===== config.mk =====
export PLATFORM = sky130hd
export DESIGN_NAME = csi2_packet_parser
export DESIGN_NICKNAME = d
export VERILOG_FILES = /design/src/rtl/csi2_packet_parser.sv
export SDC_FILE = /design/constraint.sdc
export NUM_CORES = 1
export LEC_CHECK = 0
export BUFFER_PORTS_ARGS = -buffer_cell sky130_fd_sc_hd__buf_2
export CAP_MARGIN = 10
export CORE_ASPECT_RATIO = 0.5
export CORE_UTILIZATION = 25
export CTS_BUF_LIST = sky130_fd_sc_hd__clkbuf_16
export DETAILED_ROUTE_END_ITERATION = 8
export GPL_ROUTABILITY_DRIVEN = 0
export PLACE_DENSITY = 0.48
export SETUP_SLACK_MARGIN = 0.4
export SYNTH_ARGS = -nofsm -noshare
export SYNTH_HDL_FRONTEND = slang
export SYNTH_SLANG_ARGS = --single-unit
export TNS_END_PERCENT = 30

===== constraint.sdc =====
create_clock -name clk_in -period 5 [get_ports clk_in]
set_clock_uncertainty 0.05 [all_clocks]
set_input_delay 0.5 -clock clk_in [delete_from_list [all_inputs] [get_ports clk_in]]
set_output_delay 0.5 -clock clk_in [all_outputs]
set_load 0.02 [all_outputs]

===== src/rtl/csi2_packet_parser.sv =====
// CSI-2 packet parser for a 2-lane, byte-aligned 16-bit stream: decodes short/long packet headers and streams payload.
// Optional header ECC checking is enabled by defining CSI2_ECC_CHECK_EN; otherwise the ECC byte is ignored.
module csi2_packet_parser #(
  parameter int LANES = 2
) (
  input  logic        clk_in,
  input  logic        reset,
  input  logic [15:0] data_in,
  input  logic        data_valid,
  output logic        frame_start,
  output logic        frame_end,
  output logic        line_start,
  output logic        line_end,
  output logic [15:0] frame_number,
  output logic [1:0]  virtual_channel,
  output logic [5:0]  data_type,
  output logic [15:0] payload,
  output logic [1:0]  payload_keep,
  output logic        payload_valid,
  output logic        packet_done,
  output logic        trunc_err,
  output logic        ecc_err
);

  localparam logic [15:0] STEP = 16'(LANES);

  typedef enum logic [2:0] {IDLE, HDR, PAYLOAD, CRC, DRAIN} state_t;

  state_t      state_q, state_d;
  logic [7:0]  di_q, di_d;
  logic [7:0]  wc_lo_q, wc_lo_d;
  logic [15:0] rem_q, rem_d;
  logic        armed_q, armed_d;

  logic        frame_start_q, frame_start_d;
  logic        frame_end_q, frame_end_d;
  logic        line_start_q, line_start_d;
  logic        line_end_q, line_end_d;
  logic [15:0] frame_number_q, frame_number_d;
  logic [1:0]  vc_q, vc_d;
  logic [5:0]  dt_q, dt_d;
  logic [15:0] payload_q, payload_d;
  logic [1:0]  keep_q, keep_d;
  logic        payload_valid_q, payload_valid_d;
  logic        packet_done_q, packet_done_d;
  logic        trunc_err_q, trunc_err_d;
  logic        ecc_err_q, ecc_err_d;

  logic [15:0] hdr_wc;
  logic        hdr_bad;

  assign hdr_wc = {data_in[7:0], wc_lo_q};

`ifdef CSI2_ECC_CHECK_EN
  // Parity masks over D[23:0] = {WC[15:8], WC[7:0], DI}.
  function automatic logic [5:0] calc_ecc(input logic [23:0] d);
    logic [5:0] p;
    p[0] = ^(d & 24'hF12CB7);
    p[1] = ^(d & 24'hF2555B);
    p[2] = ^(d & 24'h749A6D);
    p[3] = ^(d & 24'hB8E38E);
    p[4] = ^(d & 24'hDF03F0);
    p[5] = ^(d & 24'hEFFC00);
    return p;
  endfunction

  assign hdr_bad = (calc_ecc({hdr_wc, di_q}) != data_in[13:8]);
`else
  assign hdr_bad = 1'b0;
`endif

  always_comb begin
    state_d         = state_q;
    di_d            = di_q;
    wc_lo_d         = wc_lo_q;
    rem_d           = rem_q;
    armed_d         = armed_q | ~data_valid;
    frame_start_d   = 1'b0;
    frame_end_d     = 1'b0;
    line_start_d    = 1'b0;
    line_end_d      = 1'b0;
    frame_number_d  = frame_number_q;
    vc_d            = vc_q;
    dt_d            = dt_q;
    payload_d       = payload_q;
    keep_d          = 2'b00;
    payload_valid_d = 1'b0;
    packet_done_d   = 1'b0;
    trunc_err_d     = 1'b0;
    ecc_err_d       = 1'b0;

    unique case (state_q)
      // After reset, a burst already in flight is skipped until data_valid has been seen low.
      IDLE: begin
        if (data_valid && armed_q) begin
          di_d    = data_in[7:0];
          wc_lo_d = data_in[15:8];
          state_d = HDR;
        end
      end
      HDR: begin
        if (!data_valid) begin
          trunc_err_d = 1'b1;
          state_d     = IDLE;
        end else if (hdr_bad) begin
          ecc_err_d = 1'b1;
          state_d   = DRAIN;
        end else begin
          vc_d = di_q[7:6];
          dt_d = di_q[5:0];
          if (di_q[5:4] == 2'b00) begin
            unique case (di_q[5:0])
              6'h00: begin
                frame_start_d  = 1'b1;
                frame_number_d = hdr_wc;
              end
              6'h01: begin
                frame_end_d    = 1'b1;
                frame_number_d = hdr_wc;
              end
              6'h02: line_start_d = 1'b1;
              6'h03: line_end_d   = 1'b1;
              default: ;
            endcase
            state_d = DRAIN;
          end else if (hdr_wc != 16'd0) begin
            rem_d   = hdr_wc;
            state_d = PAYLOAD;
          end else begin
            state_d = CRC;
          end
        end
      end
      // A final beat carrying a single payload byte has the CRC LSB in its upper byte.
      PAYLOAD: begin
        if (!data_valid) begin
          trunc_err_d = 1'b1;
          rem_d       = 16'd0;
          state_d     = IDLE;
        end else begin
          payload_valid_d = 1'b1;
          payload_d       = data_in;
          keep_d          = (rem_q >= STEP) ? 2'b11 : 2'b01;
          rem_d           = (rem_q > STEP) ? (rem_q - STEP) : 16'd0;
          if (rem_q <= STEP) state_d = CRC;
        end
      end
      CRC: begin
        if (!data_valid) begin
          trunc_err_d = 1'b1;
        end else begin
          packet_done_d = 1'b1;
        end
        state_d = data_valid ? DRAIN : IDLE;
      end
      DRAIN: begin
        if (!data_valid) state_d = IDLE;
      end
      default: state_d = IDLE;
    endcase
  end

  always_ff @(posedge clk_in or posedge reset) begin
    if (reset) begin
      state_q         <= IDLE;
      di_q            <= '0;
      wc_lo_q         <= '0;
      rem_q           <= '0;
      armed_q         <= 1'b0;
      frame_start_q   <= 1'b0;
      frame_end_q     <= 1'b0;
      line_start_q    <= 1'b0;
      line_end_q      <= 1'b0;
      frame_number_q  <= '0;
      vc_q            <= '0;
      dt_q            <= '0;
      payload_q       <= '0;
      keep_q          <= '0;
      payload_valid_q <= 1'b0;
      packet_done_q   <= 1'b0;
      trunc_err_q     <= 1'b0;
      ecc_err_q       <= 1'b0;
    end else begin
      state_q         <= state_d;
      di_q            <= di_d;
      wc_lo_q         <= wc_lo_d;
      rem_q           <= rem_d;
      armed_q         <= armed_d;
      frame_start_q   <= frame_start_d;
      frame_end_q     <= frame_end_d;
      line_start_q    <= line_start_d;
      line_end_q      <= line_end_d;
      frame_number_q  <= frame_number_d;
      vc_q            <= vc_d;
      dt_q            <= dt_d;
      payload_q       <= payload_d;
      keep_q          <= keep_d;
      payload_valid_q <= payload_valid_d;
      packet_done_q   <= packet_done_d;
      trunc_err_q     <= trunc_err_d;
      ecc_err_q       <= ecc_err_d;
    end
  end

  assign frame_start     = frame_start_q;
  assign frame_end       = frame_end_q;
  assign line_start      = line_start_q;
  assign line_end        = line_end_q;
  assign frame_number    = frame_number_q;
  assign virtual_channel = vc_q;
  assign data_type       = dt_q;
  assign payload         = payload_q;
  assign payload_keep    = keep_q;
  assign payload_valid   = payload_valid_q;
  assign packet_done     = packet_done_q;
  assign trunc_err       = trunc_err_q;
  assign ecc_err         = ecc_err_q;

endmodule


==> metrics.yaml, run 1 <==
outcome:
  status: "completed"
yosys:
  yosysWarnings: 0
  synth_seq_cells: 84
  syn-cell-area_um2: 3696
  yosysUniqueCellTypes: 50
  syn_area_per_cell_um2: 11.41
  syn_inst: 324
  synthArstFlopShare_pct: 100.0
  syn_nets: 344
  synth_ff_type: "dfrtp_1"
  synth_edf_count: 0
  seq_area_frac_synth_pct: 56.87
clock_tree:
  clockRootBuffer: "clkbuf_16"
  htreeDepth: 3
  clk_transition_reported_paths_ns: 0.07
  numCtsBuffers: 9
  clkLatencyLatePin_ns: 0.34
  cts_hold_buf: 0
  numClockSinks: 84
  clockBufferDepth: 2
  post_cts_buffers: 0
  cts_tree: "done"
  cts-resized-gates: 0
die:
  ioPinCount: 69
  die_w_um: 174.0
  start_util_pct: 26.47
  rows: 30
  die_area_um2: 15300
  core_area_um2: 13960
  die_y_um: 87.98
worst_setup_path:
  end_kind: "flop"
  worst_path_max_delay_cell: "and3b_1"
  path_cells: "nor2b_2 > and3b_1 > nand3_2 > nor2_4 > mux2_2"
  cp.arrival_ns: 2.57
  required_ns: 5.17
  crit_fanout: 17
  reg2regPathDepth: 5
  crit_path_start_kind: "flop"
  critical_path_class: "flop to flop"
  cpPeakStageDelay_ns: 0.51
final_layout:
  drive_gt1_share_pct: 35.86
  antenna_cells: 0
  nFillCells: 1426
  fin_cells: 588
  layout_common_cells: "dfrtp_1 (84), buf_2 (67), nand2_1 (59)"
  layout_commonest_cell: "dfrtp_1"
  design.final.nets: 411
  syn2layout_area_growth_pct: 22.31
placed_design:
  hpwl_um: 6701
  placedCellCount: 572
  io_buffers: 67
power:
  p_leak_nw: 2.135
  ir_drop_mv: 0.1872
  power_density_nw_per_um2: 632.1
routing:
  wl_per_cell_um: 16.08
  first_pass_iters: 4
  post-route-drc-count: 0
  via_count: 2656
  ant_nets: 0
  routed_wl_um: 9456
  via_per_inst: 4.517
  drt-initial-drc-count: 119
timing:
  relSlewSlack_pct: 34.24
  rsz0062_at_grt: "false"
  fin_crit_sh_pct: 48.05
  worst_slew_pin_slew_ns: 0.9852
  slew_violations: 0
  holdWs_ns: 0.3065
  post-route-min-period_ns: 2.403
  fmax_mhz: 416.2
  fin_setup_tns_ns: 0
  report.final.hold_viol_count: 0
  setup_violations: 0
global_routing:
  grt_pass1_wl_um: 14910
  grtUsageTotal_pct: 12.95
  grt_max_degree: 56
  grt_pass1_vias: 2533
  grt-ovfl-total: 0
  grt_antenna_before_repair: 0
min_path:
  hold_class: "input port to asynchronous set/reset pin"
run:
  cap_violations: 0
==> critical path, delay by kind of cell, from the launching register on <==
family / cells / cell delay (ns)
flip-flops: 1 / 0.45
AND/OR/NAND/NOR: 4 / 1.38
multiplexers: 1 / 0.39
==> cell type report <==
type,count,area [um2],area share [%]
Clock inverter,7,80.08,1.771
Sequential cell,84,2102,46.50
Timing Repair Buffer,70,357.8,7.916
Multi-Input combinational cell,210,1454,32.16
Inverter,16,61.31,1.356
Clock buffer,9,225.2,4.982
Tap cell,192,240.2,5.314
==> registers in the layout, indices dropped and copies added (netlist names) <==
register and cells:
payload_keep 1, payload_valid 1, frame_number 16, line_end 1, di_q 8, rem_q 16
packet_done 1, state_q 3, wc_lo_q 8, trunc_err 1, data_type 6, armed_q 1
frame_end 1, line_start 1, payload 16, frame_start 1, virtual_channel 2
==> final timing paths <==
kind	from	endpoint	slack (ns)
min in group clk_in	data_in[8]	payload[8]	0.32
max	state_q[2]	frame_number[6]	2.60
min	reset	payload_valid	0.31
max in group asynchronous	reset	packet_done	3.64
max reg2reg	state_q[2]	frame_number[6]	2.60
min reg2reg	payload[7]	payload[7]	0.42
==> cells by family (layout without fill, tap and decap cells) <==
kind of cell / after synthesis / count (layout) / share of synthesized area, %
adder cells (fa/ha/maj): 1 / 1 / 0.3385
AO/OA/AOI/OAI: 55 / 55 / 10.56
other: 1 / 1 / 0.1015
flip-flops: 84 / 84 / 56.87
AND/OR/NAND/NOR: 113 / 113 / 16.15
buffers and inverters: 30 / 102 / 3.791
multiplexers: 40 / 40 / 12.19
==> routing by layer <==
metal | wire length (um) | up-vias | global-route usage (%)
li1 | - | 1279 | -
met1 | 4683 | 1325 | 18.02
met2 | 4308 | 45 | 19.71
met3 | 373 | 7 | 3.516
met4 | 91 | 0 | 3.907
met5 | 0 | - | 0
==> metrics by stage <==
stage | area (um2) | utilization (%) | setup slack (ns) | power [mW]
floorplan | 3696 | - | 2.285 | 1.856
global placement | 4215 | 30.19 | 2.462 | 2.189
detailed placement | 4215 | 30.19 | 2.397 | 2.195
CTS | 4521 | 32.37 | 2.573 | 2.890
global route | 4521 | 32.37 | 2.447 | 3.044
finish | 4521 | 32.37 | 2.597 | 2.858
==> cells in the mapped netlist, types with 2 or more instances <==
library cell / instances / area share [%]
mux2_2: 40 / 12
a22oi_1: 2 / 0.41
o21bai_1: 3 / 0.61
o22ai_1: 8 / 1.4
nor2_1: 12 / 1.2
buf_2: 4 / 0.54
a2bb2oi_1: 2 / 0.47
nand2b_1: 3 / 0.51
a21oi_1: 11 / 1.5
clkbuf_1: 2 / 0.20
a32oi_1: 7 / 1.7
o21ai_0: 9 / 1.2
nand3_1: 4 / 0.54
and3_1: 4 / 0.68
nor4_4: 2 / 1.2
buf_4: 4 / 0.81
buf_1: 3 / 0.30
o2bb2ai_1: 3 / 0.71
and2_1: 4 / 0.68
inv_1: 15 / 1.5
nand2_1: 59 / 6.0
nand4_1: 2 / 0.34
dfrtp_1: 84 / 57
nor4_1: 8 / 1.4
nor3_1: 4 / 0.54
==> power breakdown <==
group / internal (mW) / leakage (nW) / switching (mW)
sequential: 0.958 / 1.05 / 0.246
combinational: 0.402 / 0.941 / 0.566
clock: 0.393 / 0.143 / 0.292
total: 1.75 / 2.14 / 1.10
Power figures use the tool's default switching activity.
==> run 2: changes to the inputs <==
clock period = 2.3 ns   (was 5 ns; I/O delays follow)
==> metrics.yaml, run 2 (synthesized netlist as in run 1, its figures left out) <==
clock_tree:
  htreeDepth: 3  # unchanged
  clkLatencyLatePin_ns: 0.34  # about the same
  numClockSinks: 84  # unchanged
  numCtsBuffers: 9  # unchanged
  clockRootBuffer: "clkbuf_16"
  clockBufferDepth: 2  # unchanged
  cts_tree: "done"
  clk_transition_reported_paths_ns: 0.06  # about the same
timing:
  slew_violations: 0  # unchanged
  fin_crit_sh_pct: 82.48  # +34 points
  fin_setup_tns_ns: 0  # unchanged
  report.final.hold_viol_count: 0  # unchanged
  worst_slew_pin_slew_ns: 0.5189  # -0.4663 ns
  post-route-min-period_ns: 1.897  # -0.5056 ns
  setup_violations: 0  # unchanged
  relSlewSlack_pct: 65.40  # +31 points
  fmax_mhz: 527.2  # +27%
  rsz0062_at_grt: "true"
power:
  power_density_nw_per_um2: 1332  # +110%
  total_power_mw: 6.535  # +130%
  p_leak_nw: 2.309  # +8.1%
  ir_drop_mv: 0.3748  # +100%
worst_setup_path:
  crit_path_start_kind: "flop"
  end_kind: "flop"
  critical_path_class: "flop to flop"
  cp.arrival_ns: 2.10  # -0.47 ns
  worst_path_max_delay_cell: "or4b_4"
  cpPeakStageDelay_ns: 0.50  # about the same
  crit_fanout: 6  # -11
  required_ns: 2.51  # -2.66 ns
  path_buf_inv: 2  # +2
  crit_family: "simple AND/OR/NAND/NOR gates"
  path_cells: "inv_2 > ha_4 > or4b_4 > nor4_4 > buf_4 > nand4_1 > a2bb2oi_1 > o22ai_1"
die:
  ioPinCount: 69  # unchanged
  core_area_um2: 13960  # unchanged
  die_w_um: 174.0  # unchanged
  die_area_um2: 15300  # unchanged
  rows: 30  # unchanged
  die_y_um: 87.98  # unchanged
  start_util_pct: 26.47  # unchanged
global_routing:
  grt_pass1_wl_um: 15180  # +1.8%
  grt_pass1_vias: 2662  # +5.1%
  grt-ovfl-total: 0  # unchanged
  grt_antenna_before_repair: 0  # unchanged
  grtUsageTotal_pct: 13.28  # +0.33 points
  grt_max_degree: 66  # +18%
routing:
  first_pass_iters: 4  # unchanged
  post-route-drc-count: 0  # unchanged
  routed_wl_um: 10020  # +6.0%
  wl_met1_um: 4878  # +4.2%
  drt-initial-drc-count: 162  # +36%
  dr_wl_met2_um: 4593  # +6.6%
  wl_per_cell_um: 16.24  # +0.99%
  ant_nets: 0  # unchanged
  routed.top_layer: "met4"
  wl_met3_um: 419  # +12%
  via_per_inst: 4.522  # +0.11%
  via_count: 2790  # +5.0%
final_layout:
  layout_commonest_cell: "dfrtp_1"
  syn2layout_area_growth_pct: 32.74
  antenna_cells: 0  # unchanged
  design.final.nets: 440  # +7.1%
  drive_gt1_share_pct: 43.76  # +7.9 points
  layout_common_cells: "dfrtp_1 (80), buf_2 (67), nand2_1 (58)"
  fin_area_um2: 4906  # +8.5%
min_path:
  hold_class: "input port to flop"
placed_design:
  io_buffers: 67  # unchanged
  hpwl_um: 6682  # -0.29%
  placed_area_um2: 4323  # +2.6%
run:
  cap_violations: 0  # unchanged
outcome:
  status: "completed"
==> run 2: changes by cell type in the layout (fill, tap and decap cells not counted), moves of 2 or more <==
cell     delta
nor4_2      +5
o21ai_1     +2
o21ai_0     -2
buf_4      +21
dfrtp_2     +4
buf_12      +5
dfrtp_1     -4
inv_2       +2
inv_6       -2
nor4_1      -5
==> run 2: layout make-up <==
| cell class | instances | area [um2] |
|---|---|---|
| fill | 1427 | 9057 |
| sequential | 84 | 2107 |
| multi-input combinational | 211 | 1551 |
| timing repair buffer | 98 | 650.6 |
| tap | 192 | 240.2 |
| clock buffer | 9 | 225.2 |
| clock inverter | 7 | 67.56 |
| inverter | 16 | 63.81 |
==> run 2: power breakdown <==
part           leakage (nW)  total [mW]  switching [mW]  internal (mW)
logic                  1.12        2.51            1.39           1.11
registers              1.05        2.61           0.515           2.09
clock network         0.143        1.42           0.588          0.836
==> run 2: what timing repair did <==
| action | CTS | global route |
|---|---|---|
| gates resized for setup | 8 | 20 |
| hold buffers | 1 | 0 |
| endpoints found under the setup margin | 27 | 32 |
| gates cloned | 0 | 2 |
| hold endpoints to repair | 84 | 0 |
| pin swaps | 5 | 10 |
| setup buffers | 8 | 9 |
==> run 2: tightest hold or removal path: stages <==
cell     delay [ns]
buf_2          0.09
nand2_1        0.04
nand2_1        0.05
==> run 2: through the flow <==
step	utilization (%)	worst slack (ns)	hold slack (ns)	cells
finish	35.13	0.4031	0.04691	617
global route	35.13	0.3107	0.04881	617
CTS	33.75	0.3153	0.03741	606
detailed placement	30.96	0.2007	0.2897	581
global placement	30.96	0.2370	0.2890	581
floorplan	-	0.3854	0.2508	324
==> run 2: path summary, 6_finish.rpt <==
check	start	endpoint	slack, ns	cells after the start
max in group asynchronous	reset	wc_lo_q[1]	1.42	4
setup reg to reg	rem_q[2]	rem_q[15]	0.40	8
hold reg to reg	payload[8]	payload[8]	0.42	2
setup / recovery	rem_q[2]	rem_q[15]	0.40	8
hold / removal	data_in[11]	payload[11]	0.05	3
min in group asynchronous	reset	armed_q	0.47	4
==> run 2: metal layers <==
metal | global-route usage, % | vias up
met5 | 0 | -
met4 | 5.183 | 0
met3 | 3.429 | 10
met2 | 19.60 | 53
met1 | 18.64 | 1381
li1 | - | 1346
==> run 3: changes to the inputs <==
clock period = 1.8 ns   (was 2.3 ns; I/O delays follow)
==> metrics.yaml, run 3 (synthesized netlist as in run 1, its figures left out) <==
outcome:
  status: "finished, violations left"
  violations: "setup timing"
worst_setup_path:
  crit_path_start: "rem_q[1]"
  regToRegStartpoint: "rem_q[1]"
  critical_path_class: "flop to flop"
  crit_path_start_kind: "flop"
  required_ns: 2.01  # -0.50 ns
  cp.arrival_ns: 2.14  # +0.04 ns
  reg2regPathDepth: 7  # -1
  reg2reg_to: "rem_q[11]"
  cpPeakStageDelay_ns: 0.48  # -0.02 ns
  path_cells: "inv_2 > ha_4 > or4b_4 > nor4_4 > buf_4 > a32oi_1 > o22ai_1"
  rrSetupSlack_ns: -0.13  # -0.53 ns
  crit_fanout: 5  # -1
  worst_path_max_delay_cell: "or4b_4"
  crit_end: "rem_q[11]"
  end_kind: "flop"
global_routing:
  grtUsageTotal_pct: 14.65  # +1.4 points
  grt_pass1_wl_um: 17100  # +13%
  grt_antenna_before_repair: 0  # unchanged
  grt-ovfl-total: 0  # unchanged
  grt_max_degree: 32  # -52%
  grt_pass1_vias: 3038  # +14%
routing:
  first_pass_iters: 4  # unchanged
  via_per_inst: 4.501  # -0.47%
  wl_per_cell_um: 16.65  # +2.5%
  ant_nets: 0  # unchanged
  post-route-drc-count: 0  # unchanged
  via_count: 3002  # +7.6%
  drt-initial-drc-count: 168  # +3.7%
  routed_wl_um: 11110  # +11%
power:
  p_sw_mw: 3.443  # +38%
  power_frac_seq_pct: 35.6  # -4.3 points
  power_density_nw_per_um2: 1645  # +23%
  total_power_mw: 9.039  # +38%
  p_leak_nw: 2.611  # +13%
  clkPwrFrac_pct: 18.7  # -3.1 points
  p_sw_share_pct: 38.09  # -0.069 points
  combPwrFrac_pct: 45.6  # +7.3 points
  ir_drop_mv: 0.4589  # +22%
  p_int_mw: 5.596  # +38%
die:
  die_area_um2: 15300  # unchanged
  core_area_um2: 13960  # unchanged
  die_w_um: 174.0  # unchanged
  ioPinCount: 69  # unchanged
  rows: 30  # unchanged
  start_util_pct: 26.47  # unchanged
  die_y_um: 87.98  # unchanged
min_path:
  hp-start: "data_in[8]"
  hold_class: "input port to flop"
timing:
  worst_slew_pin_slew_ns: 0.6151  # +0.09615 ns
  fmax_mhz: 518.6  # -1.6%
  slew_violations: 0  # unchanged
  setup_violations: 14  # +14
  holdWs_ns: 0.01443  # -0.03248 ns
  relSlewSlack_pct: 58.91  # -6.5 points
  report.final.hold_viol_count: 0  # unchanged
  post-route-min-period_ns: 1.928  # +0.03119 ns
  fin_crit_sh_pct: 107.1  # +25 points
  rsz0062_at_grt: "true"
  fin_ws_ns: -0.1281  # -0.5312 ns
placed_design:
  placed_area_um2: 4721  # +9.2%
  hpwl_um: 7601  # +14%
  io_buffers: 67  # unchanged
run:
  cap_violations: 0  # unchanged
clock_tree:
  numCtsBuffers: 9  # unchanged
  clockRootBuffer: "clkbuf_16"
  numClockSinks: 84  # unchanged
  cts_tree: "done"
  htreeDepth: 3  # unchanged
  clk_transition_reported_paths_ns: 0.06  # about the same
  clockBufferDepth: 2  # unchanged
  clkLatencyLatePin_ns: 0.34  # about the same
final_layout:
  antenna_cells: 0  # unchanged
  layout_commonest_cell: "dfrtp_1"
  fin_area_um2: 5495  # +12%
  utilization_pct: 39.35  # +4.2 points
  drive_gt1_share_pct: 48.63  # +4.9 points
  design.final.nets: 490  # +11%
  layout_common_cells: "dfrtp_1 (84), buf_2 (67), nand2_1 (58)"
  syn2layout_area_growth_pct: 48.68
-- run 3: changes by cell type in the layout (fill, tap and decap cells not counted), sizes merged --
cell,before,now
dlygate4sd3,1,6
buf,96,139
a21oi,13,14
clkinv,3,6
clkbuf,10,11
bufinv,1,0
inv,16,14
-- run 3: area by class of cell --
| type | count | area [um2] |
|---|---|---|
| timing repair buffer | 147 | 1131 |
| inverter | 16 | 63.81 |
| clock inverter | 7 | 43.79 |
| fill | 1371 | 8468 |
| clock buffer | 9 | 225.2 |
| multi-input combinational | 212 | 1689 |
| sequential | 84 | 2102 |
| tap | 192 | 240.2 |
-- run 3: power groups by stage --
stage               clock network (mW)  logic (mW)  registers (mW)
floorplan                            0        1.46            3.69
global placement                     0        3.53            3.19
detailed placement                   0        3.55            3.21
CTS                               1.74        3.81            3.23
global route                      1.81        4.47            3.32
finish                            1.69        4.12            3.22
-- run 3: worst min-delay path by stage --
stage / to / depth (start not counted)
4_1_cts: payload[8] / 3
3_5_place_dp: rem_q[10] / 2
6_report: payload[8] / 3
3_3_place_gp: rem_q[8] / 2
5_1_grt: payload[8] / 3
2_1_floorplan: trunc_err / 1
-- run 3: repair_timing --
| item | 4_1_cts | 5_1_grt |
|---|---|---|
| hold buffers | 6 | 0 |
| buffers inserted | 3 | 8 |
| endpoints found under the hold margin | 26 | 0 |
| pin swaps | 12 | 16 |
| gates cloned | 2 | 3 |
| resized for setup | 45 | 28 |
| endpoints found under the setup margin | 78 | 80 |
-- run 3: per-stage QoR --
stage | std cells | setup TNS, ns | worst slack [ns]
6_report | 667 | -0.9988 | -0.1281
3_5_place_dp | 629 | -1.692 | -0.1668
4_1_cts | 656 | -0.4941 | -0.1197
3_3_place_gp | 629 | -1.345 | -0.1269
2_1_floorplan | 324 | -0.3230 | -0.1146
5_1_grt | 667 | -3.289 | -0.2196
-- run 3: worst max-delay path: cells and delay by family (launching register included) --
| family | cells | cell delay, ns |
|---|---|---|
| buffers and inverters | 2 | 0.27 |
| adders and majority gates | 1 | 0.13 |
| DFF | 1 | 0.38 |
| AOI/OAI and AO/OA | 2 | 0.25 |
| and+or+nand+nor | 2 | 0.76 |
-- run 3: layer usage --
metal / part of all wire, % / track usage, % / routed length, um
met1: 51 / 21.22 / 5628
met2: 44 / 21.93 / 4914
met3: 3.8 / 2.865 / 423
met4: 1.3 / 4.785 / 141
met5: 0 / 0 / 0
